===== src/rtl/pe_acc_pkg.sv =====
// Shared constants and FSM state type for the pe_acc accumulation stage.
// Optional saturation is selected elsewhere by defining PE_ACC_SAT_EN.
package pe_acc_pkg;

  localparam int unsigned LanesDef = 16;
  localparam int unsigned ProdWDef = 20;
  localparam int unsigned AccWDef  = 32;
  localparam int unsigned LenWDef  = 8;

  typedef enum logic [1:0] {
    StIdle = 2'd0,
    StAcc  = 2'd1,
    StOut  = 2'd2
  } state_e;

endpackage


===== src/rtl/pe_acc_if.sv =====
// Product-in / result-out handshake bundle between the multiplier array, pe_acc and write-back.
interface pe_acc_if
  import pe_acc_pkg::*;
#(
  parameter int unsigned LANES  = LanesDef,
  parameter int unsigned PROD_W = ProdWDef,
  parameter int unsigned ACC_W  = AccWDef
) ();

  logic                    in_vld;
  logic                    in_rdy;
  logic [LANES*PROD_W-1:0] mul_out_dat;
  logic                    out_vld;
  logic                    out_rdy;
  logic [LANES*ACC_W-1:0]  acc_out_dat;

  modport master (
    output in_vld, mul_out_dat, out_rdy,
    input  in_rdy, out_vld, acc_out_dat
  );

  modport slave (
    input  in_vld, mul_out_dat, out_rdy,
    output in_rdy, out_vld, acc_out_dat
  );

endinterface


===== src/rtl/pe_acc_lane.sv =====
// One accumulator lane: sign-extends a product, loads it on the first beat, adds afterwards.
// With PE_ACC_SAT_EN defined the add saturates and a sticky overflow flag is kept.
module pe_acc_lane
  import pe_acc_pkg::*;
#(
  parameter int unsigned PROD_W = ProdWDef,
  parameter int unsigned ACC_W  = AccWDef
) (
  input  logic              clk,
  input  logic              rst,
  input  logic              beat_i,
  input  logic              first_i,
  input  logic [PROD_W-1:0] prod_i,
  output logic [ACC_W-1:0]  acc_o,
  output logic              ovf_o
);

  logic [ACC_W-1:0] acc_q, acc_d, ext;

  assign ext   = {{(ACC_W-PROD_W){prod_i[PROD_W-1]}}, prod_i};
  assign acc_o = acc_q;

`ifdef PE_ACC_SAT_EN
  localparam logic [ACC_W-1:0] MaxVal = {1'b0, {(ACC_W-1){1'b1}}};
  localparam logic [ACC_W-1:0] MinVal = {1'b1, {(ACC_W-1){1'b0}}};

  logic             ovf_q, ovf_d;
  logic [ACC_W:0]   wide;

  always_comb begin
    acc_d = acc_q;
    ovf_d = ovf_q;
    // One guard bit: top two bits differing means the signed sum left the ACC_W range.
    wide  = {acc_q[ACC_W-1], acc_q} + {ext[ACC_W-1], ext};
    if (beat_i) begin
      if (first_i) begin
        acc_d = ext;
        ovf_d = 1'b0;
      end else if (wide[ACC_W:ACC_W-1] == 2'b01) begin
        acc_d = MaxVal;
        ovf_d = 1'b1;
      end else if (wide[ACC_W:ACC_W-1] == 2'b10) begin
        acc_d = MinVal;
        ovf_d = 1'b1;
      end else begin
        acc_d = wide[ACC_W-1:0];
      end
    end
  end

  always_ff @(posedge clk) begin
    if (rst) begin
      acc_q <= '0;
      ovf_q <= 1'b0;
    end else begin
      acc_q <= acc_d;
      ovf_q <= ovf_d;
    end
  end

  assign ovf_o = ovf_q;
`else
  always_comb begin
    acc_d = acc_q;
    if (beat_i) begin
      acc_d = first_i ? ext : acc_q + ext;
    end
  end

  always_ff @(posedge clk) begin
    if (rst) begin
      acc_q <= '0;
    end else begin
      acc_q <= acc_d;
    end
  end

  assign ovf_o = 1'b0;
`endif

endmodule


===== src/rtl/pe_acc.sv =====
// Accumulation stage behind the PE multiplier array: sums each lane over cfg_len beats.
// Define PE_ACC_SAT_EN for saturating lanes with sticky per-lane overflow flags.
module pe_acc
  import pe_acc_pkg::*;
#(
  parameter int unsigned LANES  = LanesDef,
  parameter int unsigned PROD_W = ProdWDef,
  parameter int unsigned ACC_W  = AccWDef,
  parameter int unsigned LEN_W  = LenWDef
) (
  input  logic             clk,
  input  logic             rst,
  input  logic             start,
  input  logic [LEN_W-1:0] cfg_len,
  pe_acc_if.slave          bus,
  output logic             busy,
  output logic [LANES-1:0] ovf
);

  localparam logic [LEN_W:0] CntOne = {{LEN_W{1'b0}}, 1'b1};

  state_e                 state_q, state_d;
  logic [LEN_W:0]         cnt_q, cnt_d;
  logic                   first_q, first_d;
  logic                   beat;
  logic [LANES*ACC_W-1:0] acc_flat;

  always_comb begin
    state_d     = state_q;
    cnt_d       = cnt_q;
    first_d     = first_q;
    beat        = 1'b0;
    bus.in_rdy  = 1'b0;
    bus.out_vld = 1'b0;
    unique case (state_q)
      StIdle: begin
        if (start) begin
          state_d = StAcc;
          // Extra MSB turns cfg_len == 0 into a full 2^LEN_W beat job.
          cnt_d   = {(cfg_len == '0), cfg_len};
          first_d = 1'b1;
        end
      end
      StAcc: begin
        bus.in_rdy = 1'b1;
        if (bus.in_vld) begin
          beat    = 1'b1;
          first_d = 1'b0;
          cnt_d   = cnt_q - CntOne;
          if (cnt_q == CntOne) begin
            state_d = StOut;
          end
        end
      end
      StOut: begin
        bus.out_vld = 1'b1;
        if (bus.out_rdy) begin
          state_d = StIdle;
        end
      end
      default: state_d = StIdle;
    endcase
  end

  always_ff @(posedge clk) begin
    if (rst) begin
      state_q <= StIdle;
      cnt_q   <= '0;
      first_q <= 1'b0;
    end else begin
      state_q <= state_d;
      cnt_q   <= cnt_d;
      first_q <= first_d;
    end
  end

  assign busy            = (state_q != StIdle);
  assign bus.acc_out_dat = acc_flat;

  for (genvar i = 0; i < LANES; i++) begin : g_lane
    pe_acc_lane #(
      .PROD_W(PROD_W),
      .ACC_W (ACC_W)
    ) u_lane (
      .clk    (clk),
      .rst    (rst),
      .beat_i (beat),
      .first_i(first_q),
      .prod_i (bus.mul_out_dat[i*PROD_W +: PROD_W]),
      .acc_o  (acc_flat[i*ACC_W +: ACC_W]),
      .ovf_o  (ovf[i])
    );
  end

endmodule

===== src/flat_wrapper.sv =====
// flat-port wrapper written by rule: the top's interface ports become plain ports
module pe_acc_flat import pe_acc_pkg::*;
#(
  parameter int unsigned LANES  = LanesDef,
  parameter int unsigned PROD_W = ProdWDef,
  parameter int unsigned ACC_W  = AccWDef,
  parameter int unsigned LEN_W  = LenWDef
)
  (clk, rst, start, cfg_len, busy, ovf, bus_in_vld, bus_mul_out_dat, bus_out_rdy, bus_in_rdy, bus_out_vld, bus_acc_out_dat);
  pe_acc_if #(.LANES(LANES), .PROD_W(PROD_W), .ACC_W(ACC_W)) bus_i ();
  input  logic clk;
  input  logic rst;
  input  logic start;
  input  logic [LEN_W-1:0] cfg_len;
  output logic busy;
  output logic [LANES-1:0] ovf;
  input wire logic [$bits(bus_i.in_vld)-1:0] bus_in_vld;
  input wire logic [$bits(bus_i.mul_out_dat)-1:0] bus_mul_out_dat;
  input wire logic [$bits(bus_i.out_rdy)-1:0] bus_out_rdy;
  output wire logic [$bits(bus_i.in_rdy)-1:0] bus_in_rdy;
  output wire logic [$bits(bus_i.out_vld)-1:0] bus_out_vld;
  output wire logic [$bits(bus_i.acc_out_dat)-1:0] bus_acc_out_dat;
  assign bus_i.in_vld = bus_in_vld;
  assign bus_i.mul_out_dat = bus_mul_out_dat;
  assign bus_i.out_rdy = bus_out_rdy;
  assign bus_in_rdy = bus_i.in_rdy;
  assign bus_out_vld = bus_i.out_vld;
  assign bus_acc_out_dat = bus_i.acc_out_dat;
  pe_acc #(.LANES(LANES), .PROD_W(PROD_W), .ACC_W(ACC_W), .LEN_W(LEN_W)) u_core (.clk(clk), .rst(rst), .start(start), .cfg_len(cfg_len), .bus(bus_i), .busy(busy), .ovf(ovf));
endmodule

===== config.mk =====
export PLATFORM = sky130hd
export DESIGN_NAME = pe_acc_flat
export DESIGN_NICKNAME = d
export VERILOG_FILES = /design/src/rtl/pe_acc_pkg.sv /design/src/rtl/pe_acc_if.sv /design/src/rtl/pe_acc_lane.sv /design/src/rtl/pe_acc.sv /design/src/flat_wrapper.sv
export SDC_FILE = /design/constraint.sdc
export NUM_CORES = 2
export LEC_CHECK = 0
export ABC_AREA = 1
export CAP_MARGIN = 20
export CORE_MARGIN = 5
export CORE_UTILIZATION = 30
export CTS_CLUSTER_SIZE = 20
export DETAILED_ROUTE_END_ITERATION = 10
export MAX_ROUTING_LAYER = met4
export PLACE_DENSITY_LB_ADDON = 0.1
export SLEW_MARGIN = 20
export SYNTH_ARGS = -nofsm -noshare
export SYNTH_HDL_FRONTEND = slang
export SYNTH_SLANG_ARGS = --single-unit
export TNS_END_PERCENT = 1

===== constraint.sdc =====
create_clock -name clk -period 2.7 [get_ports clk]
set_clock_uncertainty 0.05 [all_clocks]
set_input_delay 0.675 -clock clk [delete_from_list [all_inputs] [get_ports clk]]
set_output_delay 0.675 -clock clk [all_outputs]
set_load 0.01 [all_outputs]

Word level (Yosys, flattened, before mapping)
Cells that the tools add are included.
{ "totals": {"word_cells": 80, "out_inout_bits": 531, "inputBits": 333, "reg_bits": 524} }
{ "classes": {"reduce_logical": 6, "n_eq_ne": 7, "addsub": 17, "muxes": 31} }
{ "op_table": {"columns": ["operator", "n"], "rows": [
  ["$add A32 B32 Y32", 16],
  ["$mux W32", 16],
  ["$mux W9", 2],
  ["$pmux W9 S2", 1],
  ["$eq A9 B1 Y1 const B", 1],
  ["$sub A9 B1 Y9 const B", 1],
  ["$logic_not A8 Y1", 1],
  ["$mux W2", 4],
  ["$mux W1", 6],
  ["$ne A2 B2 Y1 const B", 3],
  ["$pmux W2 S3", 1],
  ["$reduce_and A4 Y1", 1],
  ["$reduce_bool A2 Y1", 2],
  ["$reduce_and A3 Y1", 1],
  ["$eq A2 B1 Y1 const B", 1],
  ["$eq A2 B2 Y1 const B", 1],
  ["$logic_not A2 Y1", 1],
  ["$ne A2 B1 Y1 const B", 1],
  ["$pmux W1 S2", 1]
]} }

Depth between registers and ports, before layout
{ "depth": {"ltp_word": 4, "ltp_mapped": 13, "ltp_nobuf": 13} }

Modules after synthesis
A second synthesis with hierarchy kept.
{ "unflattened": {"cells_unflattened": 11108, "hier_area_um2": 60585.6} }
{ "by_module_without_submodules": {"columns": ["mod", "seq_area_each_um2", "cells_per_inst", "n_inst", "area_per_inst_um2"], "rows": [
  ["pe_acc_lane at u_core.g_lane[1].u_lane ...", 640.6, 684, 9, 3737.3],
  ["pe_acc_lane at u_core.g_lane[0].u_lane ...", 640.6, 689, 7, 3734.8],
  ["pe_acc", 240.2, 129, 1, 805.8]
]} }

Worst setup path after synthesis
OpenSTA, ideal clock, no wires.
{ "synth_timing": {"path_kind": "input to register", "start": "input bus_mul_out_dat[200]", "end": "register u_core.g_lane[10].u_lane.acc_q[22]", "arrival_time_ns": 2.106, "n_path_buf": 0, "t_required_ns": 2.580, "setup_slack_ns": 0.474, "setup_time_ns": 0.070, "cell_stages": 13, "path_cell_list": "ha_1 fa_1 nand3_1 nand3_1 nand2_1 nand2_1 nand2_1 nand2_1 nand2_1 nand2_1 nand2_1 nand3_1 a21oi_1"} }
{ "synth_between": {"elab_chain_len": 2} }
{ "synth_rtl": {"columns": ["item", "line", "source"], "rows": [
  ["from (decl)", "flat_wrapper.sv:18", "input wire logic [$bits(bus_i.mul_out_dat)-1:0] bus_mul_out_dat;"],
  ["$add A32 B32 Y32", "pe_acc_lane.sv:66", "acc_d = first_i ? ext : acc_q + ext;"],
  ["$mux W32", "pe_acc_lane.sv:66", null],
  ["to (signal assigned)", "pe_acc_lane.sv:72", "acc_q <= '0;"],
  ["to (signal assigned)", "pe_acc_lane.sv:74", "acc_q <= acc_d;"],
  ["to (decl)", "pe_acc_lane.sv:18", "logic [ACC_W-1:0] acc_q, acc_d, ext;"]
]} }
Every way passes these cells.
A chain may end at the register's enable or synchronous reset.

Final worst setup path
{ "layout_timing": {"start": "register u_core.g_lane[11].u_lane.acc_q[24]", "end": "output bus_acc_out_dat[376]"} }
{ "layout_lines": {"columns": ["item", "line", "source"], "rows": [
  ["from (decl)", "pe_acc_lane.sv:18", null],
  ["from (signal assigned)", "pe_acc_lane.sv:72", null],
  ["from (signal assigned)", "pe_acc_lane.sv:74", null],
  ["to (decl)", "flat_wrapper.sv:22", "output wire logic [$bits(bus_i.acc_out_dat)-1:0] bus_acc_out_dat;"]
]} }
No word-level cell between the ends.

==> run metrics <==
status=complete, no violations; Pre-Repair DR Iteration Count=6; Max Cap Violations=0; critical path launch point type=register; IO Pins=864; detailed-route wire length per cell=17.8 um; mean post-synth cell area=5.35 um^2; Final Hold Viols=0; Critical Path Start=u_core.g_lane[11].u_lane.acc_o[24]; cell count after synthesis=11,033; sequential element share of the synthesized area=17.8%; family with the most delay on the worst path=buffers and inverters; crit path DAT=1.87 ns; Hold WS=0.377 ns; GRT Residual Overflow=0; clock transition at the registers of the reported paths=0.06 ns; CTS Hold Bufs=0; Post-DRT Antenna Nets=0; largest net degree at the start of global routing=135; worst slew pin tran=1.03 ns; FF-to-FF End=u_core.g_lane[12].u_lane.acc_o[14]; Achievable Freq=385 MHz; layout cells sized above 1=8.12%; setup slack after placement=-0.517 ns; Synth Area in Compound Gates=13.5%; r2r worst-path depth=12; clock latency on the worst-skew pair=0.72 ns; Syn-to-layout area delta=35.4%; main combinational cell family by area after synthesis=simple AND/OR/NAND/NOR gates; Crit Path Max Fanout=3; crit end category=output port; chip width=453 um; Leak Pwr=44.9 nW; RSZ-0062 raised after global routing=false; Fill cells=21,484; core box area=195,000 um^2; async set-reset flop share out of synthesis=0%; pins over their slew limit=0; CTS tree=built; Hold Path Depth=4; Synth cell types=35; EDFF count, synth=0; vias in the first global route=68,203; Post-Route WL=272 mm; Mapped Area=59,000 um^2; first-pass GRT wire length=409 mm; crit path kind=register to output port; TritonCTS Buffers=82; Crit. path cell count=1; worst flop-to-flop path startpoint=u_core.g_lane[12].u_lane.acc_o[0]; Initial Utilization=30.2%; HPWL after DPL=220 mm; Synth Register Bits=524; vias post-DR=71,774; Final period util=96.1%; Die Y=453 um; Placed Cells=15,116; power density over the cells=423 nW/um^2; Max VDD drop=401 uV; worst-path cell chain=clkdlybuf4s50_1; min Tclk post-route=2.60 ns; Synth Area in XOR/XNOR=1.69%; H-tree depth=3; Setup TNS=0 ns; Simple-Gate Fraction of Synth Area=41.3%; Layout Cells excl Fill=15,300; Yosys warning count=0; Crit-path slowest cell=clkdlybuf4s50_1; nets@finish=13,424; GP Congestion=0.950; top_reg_cell synth=dfxtp_1; drt first-iter violations=4,319; PortBufs=847; FF-to-FF setup slack=0.34 ns; num rows=162; CP Capture Point=bus_acc_out_dat[376]; clk buf depth=3; worst path bufs/invs=1; Synth Area in Adders=11.1%; final setup violating endpoints=0; multiplexer share of the synthesized area=0%; Die Area=206,000 um^2; drt via density=4.69; root buf cell=clkbuf_16; worst rel slew slack=31.1%; required time of the critical path=1.98 ns; antenna violations before repair=62; max incr delay on CP=0.70 ns; CTS Sinks=524; final worst slack=0.104 ns; Residual DRC=0; Hold Crit Class=input port to register; GRT Total Usage=26.1%
[power by group]
group | internal [mW] | switching (mW) | leakage, nW | total, mW
logic | 5.64 | 7.77 | 39.3 | 13.4
clock network | 6.84 | 4.63 | 1.37 | 11.5
registers | 8.28 | 0.625 | 4.28 | 8.90
total | 20.8 | 13.0 | 44.9 | 33.8
[state kept, by name (all words and copies together), names as in the netlist]
signal,flops
u_core.g_lane.u_lane.acc_o,512
u_core.cnt_q,9
u_core.first_q,1
u_core.state_q,2
[stage by stage]
step	total power [mW]	utilization (%)	area (um^2)
after floorplan	16.1	-	59100
after global routing	36.0	40.9	79900
after global placement	22.4	39.5	77100
after CTS	34.2	40.9	79800
after detailed placement	22.4	39.5	77100
final	33.8	40.9	79900
[layout by cell type (no fill, tap or decap), types with 2 or more instances in the layout]
cell type	Yosys	final
a211oi_1	2	2
a21o_1	16	16
a21oi_1	912	912
a21oi_2	16	16
a31oi_1	35	35
and2_1	29	29
and3_1	16	16
buf_12	0	71
buf_4	23	801
bufinv_16	0	5
clkbuf_1	139	19
clkbuf_16	0	87
clkbuf_8	0	19
clkdlybuf4s50_1	0	837
clkinv_2	0	15
clkinvlp_4	0	2
conb_1	1	16
dfxtp_1	524	522
diode_2	0	35
dlygate4sd2_1	0	8
fa_1	16	16
ha_1	498	498
inv_1	1971	1970
inv_8	0	3
nand2_1	4197	4197
nand3_1	652	652
nand3b_1	74	74
nand4_1	50	50
nor2_1	1021	1021
nor3_1	66	66
nor4_1	2	2
o211ai_1	36	36
o21ai_0	401	401
o21ai_1	70	70
o21bai_1	34	34
xnor2_1	17	17
xor2_1	97	97
[worst min-delay path by stage]
stage                               start                           endpoint  slack (ns)
after floorplan           u_core.cnt_q[5]                    u_core.cnt_q[5]        0.39
after CTS                             rst  u_core.g_lane[6].u_lane.acc_o[25]        0.32
after global placement    u_core.cnt_q[5]                    u_core.cnt_q[5]        0.40
final                                 rst  u_core.g_lane[6].u_lane.acc_o[25]        0.38
after global routing                  rst   u_core.g_lane[1].u_lane.acc_o[1]        0.36
after detailed placement  u_core.cnt_q[5]                    u_core.cnt_q[5]        0.41
[metal layers]
metal | share of wire, % | up-vias | GRT usage, %
met4 | 4.3 | 0 | 9.97
met5 | 0 | - | -
met1 | 44 | 32441 | 32.0
li1 | - | 37413 | -
met2 | 47 | 1565 | 44.1
met3 | 4.1 | 355 | 3.00
[Yosys cell counts, types with 17 or more instances]
cell type  number  area (um^2)
nand2_1      4197        15800
inv_1        1971         7400
nor2_1       1021         3830
a21oi_1       912         4560
nand3_1       652         3260
dfxtp_1       524        10500
ha_1          498         6230
o21ai_0       401         2010
clkbuf_1      139          522
xor2_1         97          850
buf_2          91          455
nand3b_1       74          556
o21ai_1        70          350
nor3_1         66          330
nand4_1        50          313
o211ai_1       36          270
a31oi_1        35          219
o21bai_1       34          255
and2_1         29          181
buf_4          23          173
buf_1          21         78.8
xnor2_1        17          149
[logic make-up (layout without fill, tap and decap cells)]
logic type               after synthesis  in the layout
other                                  1             51
AO/OA/AOI/OAI                       1523           1523
XOR/XNOR                             114            114
AND/OR/NAND/NOR                     6110           6110
adder cells (fa/ha/maj)              514            514
buffers and inverters               2247           3840
flip-flops                           524            524
[cell type report]
type / instances / area, um^2 / area share [%]
diodes: 35 / 87.6 / 0.110
clock buffers: 125 / 2510 / 3.14
clock inverters: 23 / 249 / 0.312
inverters: 1973 / 7430 / 9.30
multi-input cells: 8277 / 39900 / 50.0
flip-flops and latches: 524 / 10500 / 13.1
well taps: 2624 / 3280 / 4.11
repair buffers: 1719 / 15900 / 19.9
[timing repair]
item / CTS / global route
resized for setup: 9 / 1
hold endpoints to repair: 0 / 0
setup buffers: 0 / 1
pin swaps: 0 / 1
setup endpoints to repair: 10 / 1
No activity file was read; power rests on OpenSTA's default activity.
